## config.mk

```make
export PLATFORM = sky130hd
export DESIGN_NAME = nibble_sub_seq
export DESIGN_NICKNAME = d
export VERILOG_FILES = /design/src/rtl/nibble_sub_seq.sv
export SDC_FILE = /design/constraint.sdc
export NUM_CORES = 1
export LEC_CHECK = 0
export CELL_PAD_IN_SITES_DETAIL_PLACEMENT = 0
export CELL_PAD_IN_SITES_GLOBAL_PLACEMENT = 1
export CORE_MARGIN = 2
export CORE_UTILIZATION = 36
export DETAILED_ROUTE_END_ITERATION = 10
export GPL_ROUTABILITY_DRIVEN = 0
export PLACE_DENSITY = 0.85
export SLEW_MARGIN = 20
export SYNTH_ARGS = -nofsm -noshare
export SYNTH_HDL_FRONTEND = slang
export SYNTH_SLANG_ARGS = --single-unit
```

## constraint.sdc

```tcl
create_clock -name clk -period 1.5 [get_ports clk]
set_input_delay 0.15 -clock clk [delete_from_list [all_inputs] [get_ports clk]]
set_output_delay 0.15 -clock clk [all_outputs]
set_load 0.01 [all_outputs]
```

## src/rtl/nibble_sub_seq.sv

```systemverilog
// nibble_sub_seq: subtracts two W-bit operands one nibble per cycle by
// driving an external combinational 4-bit full subtractor and collecting
// its difference/borrow back into a result register.
//
// state   | meaning
// --------+---------------------------------------------------------------
// ST_IDLE | waiting for a request; in_ready high once out of reset
// ST_RUN  | one nibble per cycle through the external subtractor
// ST_DONE | result/borrow_out held with out_valid high until out_ready
module nibble_sub_seq #(
    parameter int NIBBLES = 4
) (
    input  logic                 clk,
    input  logic                 rst_n,
    input  logic                 in_valid,
    output logic                 in_ready,
    input  logic [4*NIBBLES-1:0] op_a,
    input  logic [4*NIBBLES-1:0] op_b,
    input  logic                 borrow_in,
    output logic [3:0]           sub_a,
    output logic [3:0]           sub_b,
    output logic                 sub_c,
    input  logic [3:0]           sub_diff,
    input  logic                 sub_borrow,
    output logic                 out_valid,
    input  logic                 out_ready,
    output logic [4*NIBBLES-1:0] result,
    output logic                 borrow_out
);

    localparam int W     = 4 * NIBBLES;
    localparam int IDX_W = (NIBBLES > 1) ? $clog2(NIBBLES) : 1;
    localparam logic [IDX_W-1:0] LAST_IDX = IDX_W'(NIBBLES - 1);

    typedef enum logic [1:0] {
        ST_IDLE = 2'd0,
        ST_RUN  = 2'd1,
        ST_DONE = 2'd2
    } state_t;

    state_t             state_q,      state_d;
    logic [IDX_W-1:0]   nib_idx_q,    nib_idx_d;
    logic               brw_q,        brw_d;
    logic [W-1:0]       a_q,          a_d;
    logic [W-1:0]       b_q,          b_d;
    logic [W-1:0]       result_q,     result_d;
    logic               borrow_out_q, borrow_out_d;
    // Held low by reset so in_ready stays low until the first edge after
    // rst_n is released, even though the state is already IDLE.
    logic               rdy_en_q,     rdy_en_d;

    logic [3:0]         cur_a;
    logic [3:0]         cur_b;
    logic               in_idle;
    logic               in_run;
    logic               accept;
    logic               last_nib;

    assign in_idle  = (state_q == ST_IDLE);
    assign in_run   = (state_q == ST_RUN);
    assign in_ready = in_idle && rdy_en_q;
    assign accept   = in_ready && in_valid;
    assign last_nib = (nib_idx_q == LAST_IDX);

    assign out_valid  = (state_q == ST_DONE);
    assign result     = result_q;
    assign borrow_out = borrow_out_q;

    // Select the operand nibbles addressed by the current index.
    always_comb begin
        cur_a = '0;
        cur_b = '0;
        for (int i = 0; i < NIBBLES; i++) begin
            if (nib_idx_q == IDX_W'(i)) begin
                cur_a = a_q[4*i +: 4];
                cur_b = b_q[4*i +: 4];
            end
        end
    end

    // Subtractor operands are only presented while running; zero otherwise.
    always_comb begin
        sub_a = '0;
        sub_b = '0;
        sub_c = 1'b0;
        if (in_run) begin
            sub_a = cur_a;
            sub_b = cur_b;
            sub_c = brw_q;
        end
    end

    // Next-state and datapath update for the sequencer.
    always_comb begin
        state_d      = state_q;
        nib_idx_d    = nib_idx_q;
        brw_d        = brw_q;
        a_d          = a_q;
        b_d          = b_q;
        result_d     = result_q;
        borrow_out_d = borrow_out_q;
        rdy_en_d     = 1'b1;

        case (state_q)
            ST_IDLE: begin
                if (accept) begin
                    a_d       = op_a;
                    b_d       = op_b;
                    brw_d     = borrow_in;
                    nib_idx_d = '0;
                    state_d   = ST_RUN;
                end
            end

            ST_RUN: begin
                // The external subtractor is combinational, so its answer
                // for the nibble presented this cycle is captured here.
                for (int i = 0; i < NIBBLES; i++) begin
                    if (nib_idx_q == IDX_W'(i)) begin
                        result_d[4*i +: 4] = sub_diff;
                    end
                end
                brw_d = sub_borrow;
                if (last_nib) begin
                    borrow_out_d = sub_borrow;
                    nib_idx_d    = '0;
                    state_d      = ST_DONE;
                end else begin
                    nib_idx_d = nib_idx_q + IDX_W'(1);
                end
            end

            ST_DONE: begin
                if (out_ready) begin
                    state_d = ST_IDLE;
                end
            end

            default: begin
                state_d = ST_IDLE;
            end
        endcase
    end

    // State and datapath registers with synchronous active-low reset.
    always_ff @(posedge clk) begin
        if (!rst_n) begin
            state_q      <= ST_IDLE;
            nib_idx_q    <= '0;
            brw_q        <= 1'b0;
            a_q          <= '0;
            b_q          <= '0;
            result_q     <= '0;
            borrow_out_q <= 1'b0;
            rdy_en_q     <= 1'b0;
        end else begin
            state_q      <= state_d;
            nib_idx_q    <= nib_idx_d;
            brw_q        <= brw_d;
            a_q          <= a_d;
            b_q          <= b_d;
            result_q     <= result_d;
            borrow_out_q <= borrow_out_d;
            rdy_en_q     <= rdy_en_d;
        end
    end

endmodule

```

==> impl_metrics.yaml, run 1 <==
synth:
  synth_common_cells: "78 x nand2_1, 55 x dfxtp_1, 30 x a21boi_2"
  ys_async_sr_fraction: 0
  synth_cell_type_count: 30
  synth_area_per_cell_um2: 9.041
  synth.yosys.seq_area_share: 0.4171
  yosys_warnings: 0
  synth.cell_area_um2: 2640
  synth-main-ff-cell: "dfxtp_1"
  ys_top_cells_by_area: "dfxtp_1 42%, a21boi_2 13%, nand2_1 11%, a21boi_0 6.0%, nand3_1 4.9%"
  synth_edf_count: 0
  syn_nets: 338
  yosys.area.top_type_share: 0.4171
  synthMostInstantiatedCell: "nand2_1"
  synthCells: 292
  synth-seq-cells: 55
  yosysTopAreaCell: "dfxtp_1"
sta:
  timing.final.crit_share: 1.296
  hold_viol: 0
  tightest_slew_ns: 0.3036
  finalSetupViolCount: 15
  relSlewSlack: 0.7973
  finalSetupTns_ns: -3.828
  grt_setup_unrepaired: "yes"
  fmax_mhz: 514.5
  drv_slew: 0
  layout_setup_ws_ns: -0.4435
  fin_crit_ns: 1.943
  finClkSkew_ns: 0.003642
global_route:
  antenna_found_initial: 0
  gr-total-overflow: 0
  grt_pass1_vias: 2253
  grt_use_total: 0.1703
  grt_first_pass_wirelength_um: 10430
  grt_max_degree: 44
die:
  ios: 70
  dieHeight_um: 89.64
  dieArea_um2: 8034
  die-width_um: 89.64
  initial_core_util: 0.3679
  rows: 31
  core_area_um2: 7176
drt:
  drt-total-wl_um: 6506
  routedWlPerCell_um: 13.53
  antenna_left: 0
  drt-initial-drc-count: 93
  dr.pass1.iters: 4
  via_count: 2317
  avgViaCountPerCell: 4.817
  drc_errors: 0
place:
  io_buffer_count: 69
  dpl.cell_count: 457
  placed_cell_area_um2: 3568
  dp_hpwl_um: 4349
  dp_worst_setup_slack_ns: -0.5041
outcome:
  failed_checks: "negative setup slack"
  outcome: "finished with violations"
power:
  power.internal_mw: 2.262
  p_sw_frac: 0.2542
  p_leak_nw: 1.454
  irDropWorstVdd_uv: 482.3
  pwr-share-seq: 0.511
  p_clk_frac: 0.299
  pwr-share-comb: 0.190
  p_switching_mw: 0.7706
  power_density_nw_per_um2: 760.4
critical_path:
  rr_worst_depth: 8
  worst_ep_arrival_time_ns: 1.79
  crit_type: "flop to primary output"
  slowest_delay_ns: 0.37
  path_cells: "inv_2 -> ha_4 -> nor2b_4 -> buf_8 -> buf_4 -> a221oi_2 -> o41ai_2 -> buf_2"
  endpoint_kind: "primary output"
  r2r_setup_slack_ns: -0.11
  worst-path-max-fanout: 8
  cp_num_buf_inv: 4
  required_ns: 1.35
  worst_path_max_delay_cell: "dfxtp_4"
  r2r_start: "nib_idx_q[0]$_SDFFE_PN0P_"
  critPathLaunchType: "flop"
  critical_path.top_delay_family: "buffers and inverters"
  crit_cells: 8
  startpoint: "nib_idx_q[1]$_SDFFE_PN0P_"
cts:
  cts_tree: "yes"
  cts-root-buf: "clkbuf_8"
  htree_levels: 2
  cts_buffers: 5
  clock_latency_ns: 0.31
  hold_buffers: 0
  clk_path_buf_depth: 2
  clock_sinks: 55
  cts.clk_slew.worst_paths_ns: 0.09
worst_hold_path:
  hp-start: "op_a[12]"
  hp-class: "input pin to flop"
  hold_depth: 3
layout:
  layout-drive-gt1-share: 0.3246
  postLayoutCoreUtil: 0.5557
  final_cells: 481
  antenna_cells: 0
  syn2layout_area_growth_pct: 51.04
  finalNetCount: 427
  final_area_um2: 3988
run:
  drv_cap: 0
## placed cells by master, fill, tap and decap left out, types with 2 or more instances in the layout
master / Yosys / layout
nand2_1: 78 / 78
clkdlybuf4s50_1: 0 / 58
dfxtp_1: 55 / 52
a21boi_2: 30 / 31
nand3_1: 26 / 26
buf_4: 1 / 18
buf_6: 4 / 13
a21boi_0: 21 / 11
a21boi_1: 0 / 9
buf_2: 6 / 8
nor2b_1: 10 / 7
a221oi_2: 0 / 7
clkbuf_8: 0 / 7
o41ai_2: 0 / 6
nand2_2: 5 / 5
buf_12: 1 / 5
nand3b_1: 4 / 4
nor3_1: 4 / 4
ha_4: 0 / 4
buf_8: 2 / 3
nand2b_1: 2 / 2
nor2b_4: 0 / 2
o41ai_4: 0 / 2
dfxtp_2: 0 / 2
## final cells by class
class / instances / area (um2)
Inverter: 2 / 10.01
Clock buffer: 7 / 96.34
Clock inverter: 1 / 7.507
Sequential cell: 55 / 1107
Timing Repair Buffer: 107 / 1062
Fill cell: 627 / 3188
Multi-Input combinational cell: 210 / 1580
Tap cell: 99 / 123.9
## what timing repair did
| item | in CTS | in global routing |
|---|---|---|
| setup buffers | 8 | 8 |
| hold endpoints to repair | 0 | 0 |
| pin swaps | 12 | 23 |
| gates resized for setup | 74 | 31 |
| setup endpoints to repair | 14 | 22 |
## power groups by stage
stage               registers [mW]  clock network (mW)  logic [mW]
floorplan                     1.58                   0       0.266
detailed placement            1.58                   0       0.490
finish                        1.55               0.905       0.576
CTS                           1.55               0.923       0.547
global placement              1.58                   0       0.485
global route                  1.56               0.973       0.626
## metrics by stage
| step | hold slack, ns | power, mW |
|---|---|---|
| after floorplan | 0.1777 | 1.841 |
| after global placement | 0.4518 | 2.062 |
| after detailed placement | 0.4574 | 2.069 |
| after CTS | 0.3742 | 3.021 |
| after global routing | 0.3771 | 3.157 |
| final | 0.3825 | 3.032 |
## state kept, by name, indices dropped and copies added (netlist names)
name and cells:
a_q 16, b_q 16, borrow_out 1, brw_q 1, nib_idx_q 2, rdy_en_q 1, result 16, state_q 2
## final timing paths
path / endpoint
hold reg to reg: result[0]$_SDFFE_PN0P_
setup reg to reg: state_q[0]$_SDFFE_PN0P_
setup / recovery: sub_b[0]
hold / removal: a_q[12]$_SDFFE_PN0P_
## cell families after synthesis
family	after synthesis	share of synthesized area
AOI/OAI and AO/OA	69	0.2455
and+or+nand+nor	136	0.2455
DFF	55	0.4171
muxes	1	0.004265
adders and majority gates	4	0.01896
buffers and inverters	27	0.06872
## per-layer routing
| layer | vias up | track usage | part of all wire |
|---|---|---|---|
| li1 | 1183 | - | - |
| met1 | 1066 | 0.2148 | 0.46 |
| met2 | 59 | 0.2854 | 0.47 |
| met3 | 9 | 0.04388 | 0.055 |
| met4 | 0 | 0.05292 | 0.014 |
| met5 | - | 0 | 0 |
## worst register-to-register path: stages (launching register included)
cell and delay, ns:
dfxtp_2 0.35, buf_6 0.12, buf_4 0.14, ha_4 0.16, buf_8 0.14, buf_6 0.11, buf_6 0.11, mux2_2 0.26
nor3b_2 0.15
Power figures use the tool's default switching activity.
==> run 2, diff against run 1 <==
==> constraint.sdc (replaced) <==
create_clock -name clk -period 1.9 [get_ports clk]
set_input_delay 0.19 -clock clk [delete_from_list [all_inputs] [get_ports clk]]
set_output_delay 0.19 -clock clk [all_outputs]
set_load 0.01 [all_outputs]
==> impl_metrics.yaml, run 2 (synthesis gave the netlist of run 1 again) <==
layout:
  syn2layout_area_growth_pct: 46.92
  final_common_cell: "nand2_1"
  final_cell_mix: "78 x nand2_1, 60 x clkdlybuf4s50_1, 53 x dfxtp_1, 30 x a21boi_2, 26 x nand3_1"
  layout-drive-gt1-share: 0.2944
  finalNetCount: 423
  fillers: 658
  final_cells: 476
  postLayoutCoreUtil: 0.5405
  antenna_cells: 0
global_route:
  grt_use_met2: 0.2694
  grt_first_pass_wirelength_um: 10170
  gr-total-overflow: 0
  grt_pass1_vias: 2145
  grt_use_total: 0.1620
  antenna_found_initial: 0
  use_met1: 0.2188
  grt_busiest_layer: "met2"
  met3_usage: 0.03108
  grt_max_degree: 56
critical_path:
  r2r_setup_slack_ns: 0.34
  crit_type: "flop to primary output"
  r2r_start: "nib_idx_q[0]$_SDFFE_PN0P_"
  required_ns: 1.71
  worst-path-max-fanout: 9
  rr_endpoint: "result[12]$_SDFFE_PN0P_"
  critPathLaunchType: "flop"
  rr_worst_depth: 7
  endpoint_kind: "primary output"
  worst_ep_arrival_time_ns: 1.71
place:
  dp_worst_setup_slack_ns: -0.3072
  io_buffer_count: 69
  dpl.cell_count: 461
  dp_hpwl_um: 4375
cts:
  clock_latency_ns: 0.30
  cts_buffers: 5
  cts-root-buf: "clkbuf_8"
  cts_tree: "yes"
  clock_sinks: 55
  clk_path_buf_depth: 2
  htree_levels: 2
  cts.clk_slew.worst_paths_ns: 0.09
worst_hold_path:
  whs_endpoint: "b_q[2]$_SDFFE_PN0P_"
  hp-start: "op_b[2]"
  hp-class: "input pin to flop"
  hold_depth: 3
die:
  rows: 31
  dieArea_um2: 8034
  initial_core_util: 0.3679
  die-width_um: 89.64
  ios: 70
  core_area_um2: 7176
  dieHeight_um: 89.64
sta:
  fin_crit_ns: 1.896
  layout_setup_ws_ns: 0.003758
  holdWs_ns: 0.4358
  timing.final.crit_share: 0.9980
  finalSetupViolCount: 0
  finClkSkew_ns: 0.006100
  grt_setup_unrepaired: "yes"
  hold_viol: 0
  fmax_mhz: 527.4
  relSlewSlack: 0.7684
  drv_slew: 0
  tightest_slew_ns: 0.3474
drt:
  antenna_left: 0
  drt-initial-drc-count: 71
  avgViaCountPerCell: 4.855
  drt-total-wl_um: 6588
  routedWlPerCell_um: 13.84
  drc_errors: 0
  dr.pass1.iters: 4
  via_count: 2311
power:
  power.total_mw: 2.396
  power_density_nw_per_um2: 617.6
  irDropWorstVdd_uv: 283.2
  p_leak_nw: 1.394
run:
  drv_cap: 0
outcome:
  outcome: "complete, no violations"
run 2: changes by cell type in the layout (fill, tap and decap cells not counted), moves of 2 or more:
cell,previous run,this run
a21boi_0,11,21
a21boi_1,9,0
a221oi_2,7,5
buf_12,5,1
buf_4,18,25
buf_6,13,7
buf_8,3,1
clkbuf_8,7,5
clkdlybuf4s50_1,58,60
run 2: worst max path at each step:
| stage | start | end | slack, ns | depth (start not counted) |
|---|---|---|---|---|
| 4_1_cts | nib_idx_q[1]$_SDFFE_PN0P_ | sub_a[2] | -0.07 | 6 |
| 3_3_place_gp | nib_idx_q[0]$_SDFFE_PN0P_ | sub_a[1] | -0.25 | 7 |
| 6_report | nib_idx_q[0]$_SDFFE_PN0P_ | sub_b[3] | 0.004 | 5 |
| 3_5_place_dp | nib_idx_q[0]$_SDFFE_PN0P_ | sub_a[3] | -0.31 | 7 |
| 5_1_grt | nib_idx_q[0]$_SDFFE_PN0P_ | sub_a[1] | -0.06 | 5 |
| 2_1_floorplan | nib_idx_q[0]$_SDFFE_PN0P_ | sub_a[0] | 0.20 | 6 |
run 2: stage by stage:
step / instance area (um2) / TNS, ns
6_report: 3879 / 0
5_1_grt: 3879 / -0.3237
4_1_cts: 3724 / -0.2809
3_5_place_dp: 3488 / -2.272
3_3_place_gp: 3488 / -1.922
2_1_floorplan: 2640 / 0
run 2: area by class of cell:
type	count	area [um2]	share of cell area
clock inverter	1	30.03	0.007742
tap	99	123.9	0.03194
clock buffer	6	72.57	0.01871
timing repair buffer	103	950.9	0.2452
inverter	2	15.01	0.003871
multi-input combinational	210	1580	0.4074
sequential	55	1106	0.2852
run 2: repair_timing:
item | in CTS | in global routing
hold buffers | 0 | 0
resized for setup | 67 | 19
setup endpoints to repair | 9 | 8
pin swaps | 4 | 9
buffers inserted | 2 | 6
run 2: critical path, cell delays in order, from the launching register on:
cell and delay [ns]:
dfxtp_4 0.38, buf_4 0.14, ha_2 0.19, buf_6 0.15, o41ai_2 0.36, buf_2 0.19
run 2: report_power, final:
part	switching [mW]	internal, mW	leakage [nW]
sequential	0.0320	1.20	0.449
clock	0.351	0.387	0.0513
combinational	0.195	0.235	0.894
total	0.578	1.82	1.39
run 2: per-layer routing:
| layer | share of wire | wire length [um] |
|---|---|---|
| met5 | 0 | 0 |
| met4 | 0.0093 | 61 |
| met3 | 0.048 | 314 |
| met2 | 0.48 | 3138 |
| met1 | 0.47 | 3074 |
